==> src/rtl/tmfir_sequencer.sv <==
// Time-multiplexed FIR: one shared multiply-accumulate stepped over N_TAPS coefficients per sample.
// Owns the delay line, coefficient bank, accumulator and output formatting with overflow flag.
module tmfir_sequencer #(
    parameter int unsigned N_TAPS = 8,
    parameter int unsigned WI_X   = 2,
    parameter int unsigned WF_X   = 6,
    parameter int unsigned WI_C   = 2,
    parameter int unsigned WF_C   = 6,
    parameter int unsigned WI_A   = 8,
    parameter int unsigned WI_O   = 4,
    parameter int unsigned WF_O   = 8
) (
    input  logic                          clk,
    input  logic                          rst_n,
    input  logic                          in_valid,
    output logic                          in_ready,
    input  logic [WI_X+WF_X-1:0]          in_data,
    input  logic                          coef_we,
    input  logic [$clog2(N_TAPS)-1:0]     coef_addr,
    input  logic [WI_C+WF_C-1:0]          coef_data,
    output logic                          out_valid,
    input  logic                          out_ready,
    output logic [WI_O+WF_O-1:0]          out_data,
    output logic                          out_ovf,
    output logic                          busy
);
    localparam int unsigned AW  = $clog2(N_TAPS);
    localparam int unsigned WX  = WI_X + WF_X;
    localparam int unsigned WC  = WI_C + WF_C;
    localparam int unsigned WP  = WX + WC;
    localparam int unsigned WFA = WF_X + WF_C;
    localparam int unsigned WA  = WI_A + WFA;
    localparam int unsigned WO  = WI_O + WF_O;
    localparam int unsigned OB  = WFA + WI_O - 1;

    typedef enum logic [1:0] {IDLE, MAC, OUT} state_t;

    state_t               state;
    logic [AW-1:0]        wr_ptr;
    logic [AW-1:0]        k;
    logic signed [WA-1:0] acc;
    logic signed [WX-1:0] delay [N_TAPS];
    logic signed [WC-1:0] coef  [N_TAPS];

    logic signed [WX-1:0] delay_rd;
    logic signed [WC-1:0] coef_rd;
    logic signed [WP-1:0] prod;
    logic signed [WA-1:0] acc_next;
    logic [WA-OB-1:0]     int_top;

    // One MAC term per cycle; newest sample pairs with coef[0]
    always_comb begin
        coef_rd  = coef[k];
        delay_rd = delay[wr_ptr - k];
        prod     = WP'(coef_rd) * WP'(delay_rd);
        acc_next = acc + WA'(prod);
        int_top  = acc_next[WA-1:OB];
    end

    assign in_ready = (state == IDLE);
    assign busy     = (state != IDLE);

    always_ff @(posedge clk or negedge rst_n) begin
        if (!rst_n) begin
            state     <= IDLE;
            wr_ptr    <= '0;
            k         <= '0;
            acc       <= '0;
            out_valid <= 1'b0;
            out_data  <= '0;
            out_ovf   <= 1'b0;
            for (int i = 0; i < int'(N_TAPS); i++) begin
                delay[i] <= '0;
                coef[i]  <= '0;
            end
        end else begin
            case (state)
                IDLE: begin
                    if (coef_we) coef[coef_addr] <= coef_data;
                    if (in_valid) begin
                        delay[wr_ptr] <= in_data;
                        k             <= '0;
                        acc           <= '0;
                        state         <= MAC;
                    end
                end
                MAC: begin
                    acc <= acc_next;
                    k   <= k + AW'(1);
                    if (k == AW'(N_TAPS - 1)) begin
                        // Floor-truncate fraction, wrap integer; flag if dropped integer bits were not sign copies
                        out_data  <= acc_next[WFA-WF_O +: WO];
                        out_ovf   <= !((&int_top) || (~|int_top));
                        out_valid <= 1'b1;
                        state     <= OUT;
                    end
                end
                OUT: begin
                    if (out_ready) begin
                        out_valid <= 1'b0;
                        wr_ptr    <= wr_ptr + AW'(1);
                        state     <= IDLE;
                    end
                end
                default: state <= IDLE;
            endcase
        end
    end
endmodule

==> config.mk <==
export PLATFORM = sky130hd
export DESIGN_NAME = tmfir_sequencer
export DESIGN_NICKNAME = d
export VERILOG_FILES = /design/src/rtl/tmfir_sequencer.sv
export SDC_FILE = /design/constraint.sdc
export NUM_CORES = 1
export LEC_CHECK = 0
export BUFFER_PORTS_ARGS = -buffer_cell sky130_fd_sc_hd__buf_2
export CELL_PAD_IN_SITES_DETAIL_PLACEMENT = 1
export CELL_PAD_IN_SITES_GLOBAL_PLACEMENT = 1
export CORE_AREA = 4 4 177 128
export CTS_BUF_LIST = sky130_fd_sc_hd__clkbuf_4 sky130_fd_sc_hd__clkbuf_8
export DETAILED_ROUTE_END_ITERATION = 8
export DIE_AREA = 0 0 181 132
export PLACE_DENSITY_LB_ADDON = 0.1
export SLEW_MARGIN = 0
export SYNTH_ARGS = -nofsm -noshare
export SYNTH_HDL_FRONTEND = slang
export SYNTH_SLANG_ARGS = --single-unit
==> constraint.sdc <==
create_clock -name clk -period 9 [get_ports clk]
set_clock_uncertainty 0.2 [all_clocks]
set_input_delay 1.8 -clock clk [delete_from_list [all_inputs] [get_ports clk]]
set_output_delay 1.8 -clock clk [all_outputs]
set_load 0.1 [all_outputs]
==> reports/metrics.csv, run 1 <==
stage;metric;value;unit
worst_setup_path;r2r-start;wr_ptr[0];
worst_setup_path;r2r_end;out_ovf;
yosys;synthCells;874;
worst_setup_path;worstPathRequired;9.15;ns
yosys;ys.flop_type;dfrtp_1;
finish;design_area;0.0121;mm²
clocking;postCtsSetupRepairBufs;0;
timing;rsz0062_at_grt;no;
timing;slew_violations;0;
route;viasPerCell;5.57;
clocking;cts_tree;yes;
timing;max_slew.worst_pin.slew;1.22;ns
die;core.rowCount;45;
yosys;async_flop_share;100;%
worst_setup_path;crit_arrival;8.50;ns
route;wl_per_cell;21.3;µm
yosys;syn_nets;1037;
clocking;ctsResizeCount;0;
outcome;outcome;finished clean;
worst_setup_path;start_kind;register;
place;portBuffers;39;
job;cap_viol_max_count;0;
route;vias;6784;
worst_setup_path;rr_worst_depth;28;
global_route;grt_pass1_wl;44.2;mm
route;ant_nets;0;
worst_setup_path;critPathMaxFanout;16;
timing;setup_tns;0;ns
timing;slew_headroom;18.5;%
clocking;cts_root_buf;clkbuf_8;
yosys;synth_edf_count;0;
global_route;grt_pass1_vias;8075;
clocking;clk_latency;0.48;ns
hold_path;holdPathEnd;out_data[6];
die;io_pins;40;
clocking;cts_buffer_depth;2;
global_route;grt_max_degree;93;
global_route;antenna_found_initial;0;
die;core_area;0.0211;mm²
worst_setup_path;slowest_delay;0.86;ns
clocking;clkTransAtPathRegs;0.09;ns
worst_setup_path;cp-end-kind;register;
worst_setup_path;crit_type;reg -> reg;
timing;fmax;120;MHz
die;die_area;0.0239;mm²
finish;seqCellArea;0.00425;mm²
route;drtIter0Drc;320;
hold_path;min_from;out_data[6];
finish;drive_above_1_share;30.1;%
die;die_w;181;µm
finish;nFillCells;2171;
route;drt-total-wl;26.0;mm
yosys;syn_area_per_cell;12.8;µm²
clocking;cts_hold_buffers;0;
timing;final.min_clock_period;8.35;ns
place;hpwl;19.7;mm
route;drc;0;
global_route;overflow;0;
die;start_util;52.8;%
yosys;ys_seq_elements;170;
yosys;ys_warn_count;0;
clocking;cts_made_buffers;17;
place;postPlaceCellArea;0.0117;mm²
worst_setup_path;slowest_stage;xnor2_2;
yosys;yosysUniqueCellTypes;48;
die;die_h;132;µm
global_route;grt_use_total;23.6;%
finish;insertedDiodeCount;0;
place;place_congestion;0.848;
clocking;numClockSinks;170;
timing;setup_viol;0;
hold_path;worstHoldPathCells;2;
finish;fin_nets;1087;
yosys;ys_seq_area_share;38.1;%
timing;post-route-period-util;92.8;%
yosys;mappedNetlistArea;0.0112;mm²
timing;hold_viol;0;
route;dr.pass1.iters;4;
hold_path;hp-class;reg -> reg;
clocking;htree_levels;4;
finish;synthToLayoutAreaGrowth;8.54;%
finish;multiInputGateArea;0.00640;mm²
worst_setup_path;r2r_setup_slack;0.65;ns
per-stage QoR:
stage,hold slack (ns),setup slack [ns],utilization [%],cells
floorplan,0.250,0.728,-,874
global placement,0.258,1.04,55.5,1187
detailed placement,0.265,0.625,55.5,1187
CTS,0.285,0.624,57.3,1219
global route,0.325,0.0531,57.3,1219
finish,0.281,0.645,57.3,1219
cells in the final DEF, fill, tap and decap left out, drive strengths merged, types with 2 or more instances in the layout:
cell type	count
xnor2	17
fa	90
a21o	3
a31oi	4
buf	55
ha	49
and3	6
nand3	3
nor3	3
o21ai	29
a22o	11
or2	22
o211ai	3
nor2b	12
mux2i	17
nand2b	7
nand2	45
o21bai	2
mux4	32
clkinv	4
nor2	47
clkbuf	23
and2b	2
inv	105
mux2	132
a21oi	16
clkinvlp	3
dfrtp	170
a211oi	2
xor2	11
kinds of logic after synthesis:
group	Yosys count	synth area share, %
AOI/OAI and AO/OA	76	4.53
xor gates and xnor gates	28	2.33
adders and majority gates	139	21.6
buffers and inverters	128	4.51
DFF	170	38.1
muxes	181	22.2
and+or+nand+nor	152	6.62
cells in the mapped netlist, types with 2 or more instances:
master | number | share of area (%)
clkbuf_1 | 13 | 0.44
fa_1 | 90 | 16
mux2_2 | 132 | 13
or2_1 | 3 | 0.17
and2b_1 | 2 | 0.13
o21ai_0 | 28 | 1.3
inv_1 | 104 | 3.5
a22o_1 | 11 | 0.86
and3_1 | 6 | 0.34
mux4_2 | 29 | 5.9
a21oi_1 | 16 | 0.72
o211ai_1 | 3 | 0.20
nand2_1 | 45 | 1.5
nor3_1 | 3 | 0.13
mux2i_1 | 9 | 0.81
nand3_1 | 3 | 0.13
nor2_1 | 47 | 1.6
nand2b_1 | 7 | 0.39
a211oi_1 | 2 | 0.13
nor2b_1 | 12 | 0.67
o21bai_1 | 2 | 0.13
mux2i_4 | 7 | 1.4
mux4_1 | 3 | 0.71
dfrtp_1 | 170 | 38
xnor2_2 | 2 | 0.29
buf_2 | 9 | 0.40
a21o_1 | 3 | 0.20
ha_1 | 49 | 5.5
a31oi_1 | 3 | 0.17
xor2_1 | 11 | 0.86
xnor2_1 | 15 | 1.2
or2_2 | 19 | 1.1
worst max-delay path by stage:
stage          endpoint  depth (start not counted)      start  slack, ns
2_1_floorplan   out_ovf                         28       k[1]       0.73
3_3_place_gp    out_ovf                         28  wr_ptr[0]       1.04
3_5_place_dp    out_ovf                         28  wr_ptr[0]       0.63
4_1_cts         out_ovf                         28  wr_ptr[0]       0.62
5_1_grt         out_ovf                         28  wr_ptr[0]       0.05
6_report        out_ovf                         28  wr_ptr[0]       0.65
critical path, delay by kind of cell (launching register included):
family	cells	cell delay, ns
simple gates	3	0.60
fa+ha+maj	8	3.43
mux	2	0.52
xor+xnor	2	1.04
compound gates	6	1.30
buf+inv	7	0.71
flops	1	0.43
routing by layer:
metal / part of all wire, % / vias to the layer above / GRT usage [%]
met5: 0 / - / 0
met4: 1.5 / 0 / 5.63
met3: 3.6 / 28 / 4.36
met2: 50 / 104 / 39.4
met1: 45 / 3585 / 32.6
li1: - / 3067 / -
sequential cells by signal, indices dropped and copies added (netlist names):
signal,flops
k,3
coef,64
delay,64
state,2
out_valid,1
out_data,12
out_ovf,1
wr_ptr,3
acc,20
area by class of cell:
cell class                 instances  share of cell area (%)
clock buffer                      23                    2.46
multi-input combinational        576                    52.9
tap                              282                    2.91
timing repair buffer              55                    2.66
sequential                       170                    35.1
inverter                         104                    3.22
clock inverter                     9                   0.734
Power of run 1 is not shown: default switching activity piles up to over one toggle a cycle in this logic, so the estimate is an artifact.
==> run 2: changes to the inputs <==
--- a/config.mk
+++ b/config.mk
@@ -6,12 +6,13 @@
 export NUM_CORES = 1
 export LEC_CHECK = 0
 export BUFFER_PORTS_ARGS = -buffer_cell sky130_fd_sc_hd__buf_2
+export CAP_MARGIN = 20
 export CELL_PAD_IN_SITES_DETAIL_PLACEMENT = 1
 export CELL_PAD_IN_SITES_GLOBAL_PLACEMENT = 1
-export CORE_AREA = 4 4 177 128
+export CORE_AREA = 4 4 236 169
 export CTS_BUF_LIST = sky130_fd_sc_hd__clkbuf_4 sky130_fd_sc_hd__clkbuf_8
 export DETAILED_ROUTE_END_ITERATION = 8
-export DIE_AREA = 0 0 181 132
+export DIE_AREA = 0 0 240 173
 export PLACE_DENSITY_LB_ADDON = 0.1
 export SLEW_MARGIN = 0
 export SYNTH_ARGS = -nofsm -noshare
==> reports/metrics.csv, run 2 (same netlist as run 1, synthesis figures left out) <==
stage;metric;value;unit;change
worst_setup_path;crit_arrival;8.27;ns;-0.23 ns
route;wl_per_cell;19.4;µm;-8.8%
finish;reg_top3;coef: 64 flops, delay: 64 flops, acc: 20 flops;;
finish;drive_above_1_share;30.5;%;+0.40 points
hold_path;hp-class;reg -> reg;;
timing;slew_violations;0;;unchanged
worst_setup_path;critPathMaxFanout;9;;-7
outcome;outcome;finished clean;;
finish;insertedDiodeCount;0;;unchanged
die;die_h;173;µm;+31%
finish;final_common_cell;dfrtp_1;;
route;drtIter0Drc;270;;-16%
place;portBuffers;39;;unchanged
clocking;clk_latency;0.49;ns;about the same
timing;slew_headroom;46.3;%;+28 points
global_route;grt_pass1_wl;45.9;mm;+4.0%
route;dr.pass1.iters;6;;+2
clocking;postCtsSetupRepairBufs;0;;unchanged
route;ant_nets;0;;unchanged
hold_path;worstHoldPathCells;2;;unchanged
clocking;cts_made_buffers;17;;unchanged
global_route;grt_pass1_vias;7565;;-6.3%
route;drc;0;;unchanged
route;viasPerCell;4.64;;-17%
clocking;cts_buffer_depth;2;;unchanged
timing;final.min_clock_period;8.10;ns;-0.250 ns
place;hpwl;20.6;mm;+4.7%
route;vias;6664;;-1.8%
clocking;cts_hold_buffers;0;;unchanged
worst_setup_path;start_kind;register;;
clocking;numClockSinks;170;;unchanged
timing;fmax;123;MHz;+3.1%
die;io_pins;40;;unchanged
finish;fin_nets;1092;;+0.46%
timing;hold_slack;0.282;ns;+0.000997 ns
die;core.rowCount;60;;+33%
worst_setup_path;cp-end-kind;register;;
clocking;cts_tree;yes;;
timing;setup_tns;0;ns;unchanged
finish;synthToLayoutAreaGrowth;11.4;%;
worst_setup_path;worstPathRequired;9.17;ns;+0.02 ns
die;die_area;0.0415;mm²;+74%
die;core_area;0.0378;mm²;+79%
global_route;grt_use_total;14.4;%;-9.2 points
clocking;clkTransAtPathRegs;0.11;ns;+0.02 ns
timing;max_slew.worst_pin.slew;0.806;ns;-0.415 ns
timing;hold_viol;0;;unchanged
global_route;overflow;0;;unchanged
place;place_congestion;0.722;;-15%
route;drt-total-wl;27.9;mm;+7.5%
finish;final_cell_mix;170 x dfrtp_1, 132 x mux2_2, 104 x inv_1;;
finish;nFillCells;4105;;+89%
job;cap_viol_max_count;0;;unchanged
clocking;cts_root_buf;clkbuf_8;;
clocking;htree_levels;4;;unchanged
timing;post-route-period-util;90.1;%;-2.8 points
clocking;ctsResizeCount;0;;unchanged
global_route;antenna_found_initial;1;;+1
timing;rsz0062_at_grt;no;;
global_route;grt_max_degree;70;;-25%
die;die_w;240;µm;+33%
worst_setup_path;crit_type;reg -> reg;;
worst_setup_path;rr_worst_depth;27;;-3.6%
die;start_util;29.5;%;-23 points
timing;setup_viol;0;;unchanged
[run 2: per-stage QoR]
stage               cells  instance area [µm²]  setup WS (ns)  util [%]
finish               1437                12400          0.895      32.8
global route         1437                12400          0.314      32.8
CTS                  1435                12400          0.623      32.7
detailed placement   1404                12000          0.633      31.8
global placement     1404                12000          0.773      31.8
floorplan             874                11200          0.728         -
[run 2: area by class of cell]
type	instances	area, µm²	share of cell area (%)
multi-input cells	576	6400	51.6
inverters	104	390	3.14
clock inverters	12	119	0.957
flip-flops and latches	170	4250	34.2
repair buffers	60	387	3.11
clock buffers	19	249	2.00
well taps	496	621	4.99
[run 2: critical path: stages (launching register included)]
cell       delay (ns)
dfrtp_1          0.43
inv_1            0.09
ha_1             0.14
inv_1            0.05
fa_1             0.37
xor2_1           0.18
xnor2_2          0.55
buf_4            0.30
mux4_2           0.33
mux2i_4          0.42
nand2b_1         0.19
fa_1             0.44
fa_1             0.55
inv_1            0.06
fa_1             0.50
fa_1             0.54
inv_1            0.05
fa_1             0.52
inv_1            0.04
ha_1             0.26
a2111oi_2        0.34
o21ai_1          0.20
a31o_1           0.26
o31a_1           0.27
xnor2_2          0.25
nand2_1          0.14
nor4b_4          0.22
a211oi_1         0.07
[run 2: final timing paths]
check,start,endpoint,slack (ns)
worst max-delay path,wr_ptr[0],out_ovf,0.90
max in group asynchronous,rst_n,coef[23],6.15
worst max register to register,wr_ptr[0],out_ovf,0.90
worst min register to register,out_data[1],out_data[1],0.28
min in group asynchronous,rst_n,delay[50],1.12
worst min-delay path,out_data[1],out_data[1],0.28
[run 2: routing by layer]
metal  global-route usage, %  up-vias  wire length (µm)  part of all wire [%]
met1                    21.9     3538             14900                    53
met5                       0        -                19                 0.068
li1                        -     3075                 -                     -
met4                    2.88        2               253                  0.91
met3                    2.54       15               473                   1.7
met2                    21.6       34             12300                    44
Power of run 2 is left out for the same reason.
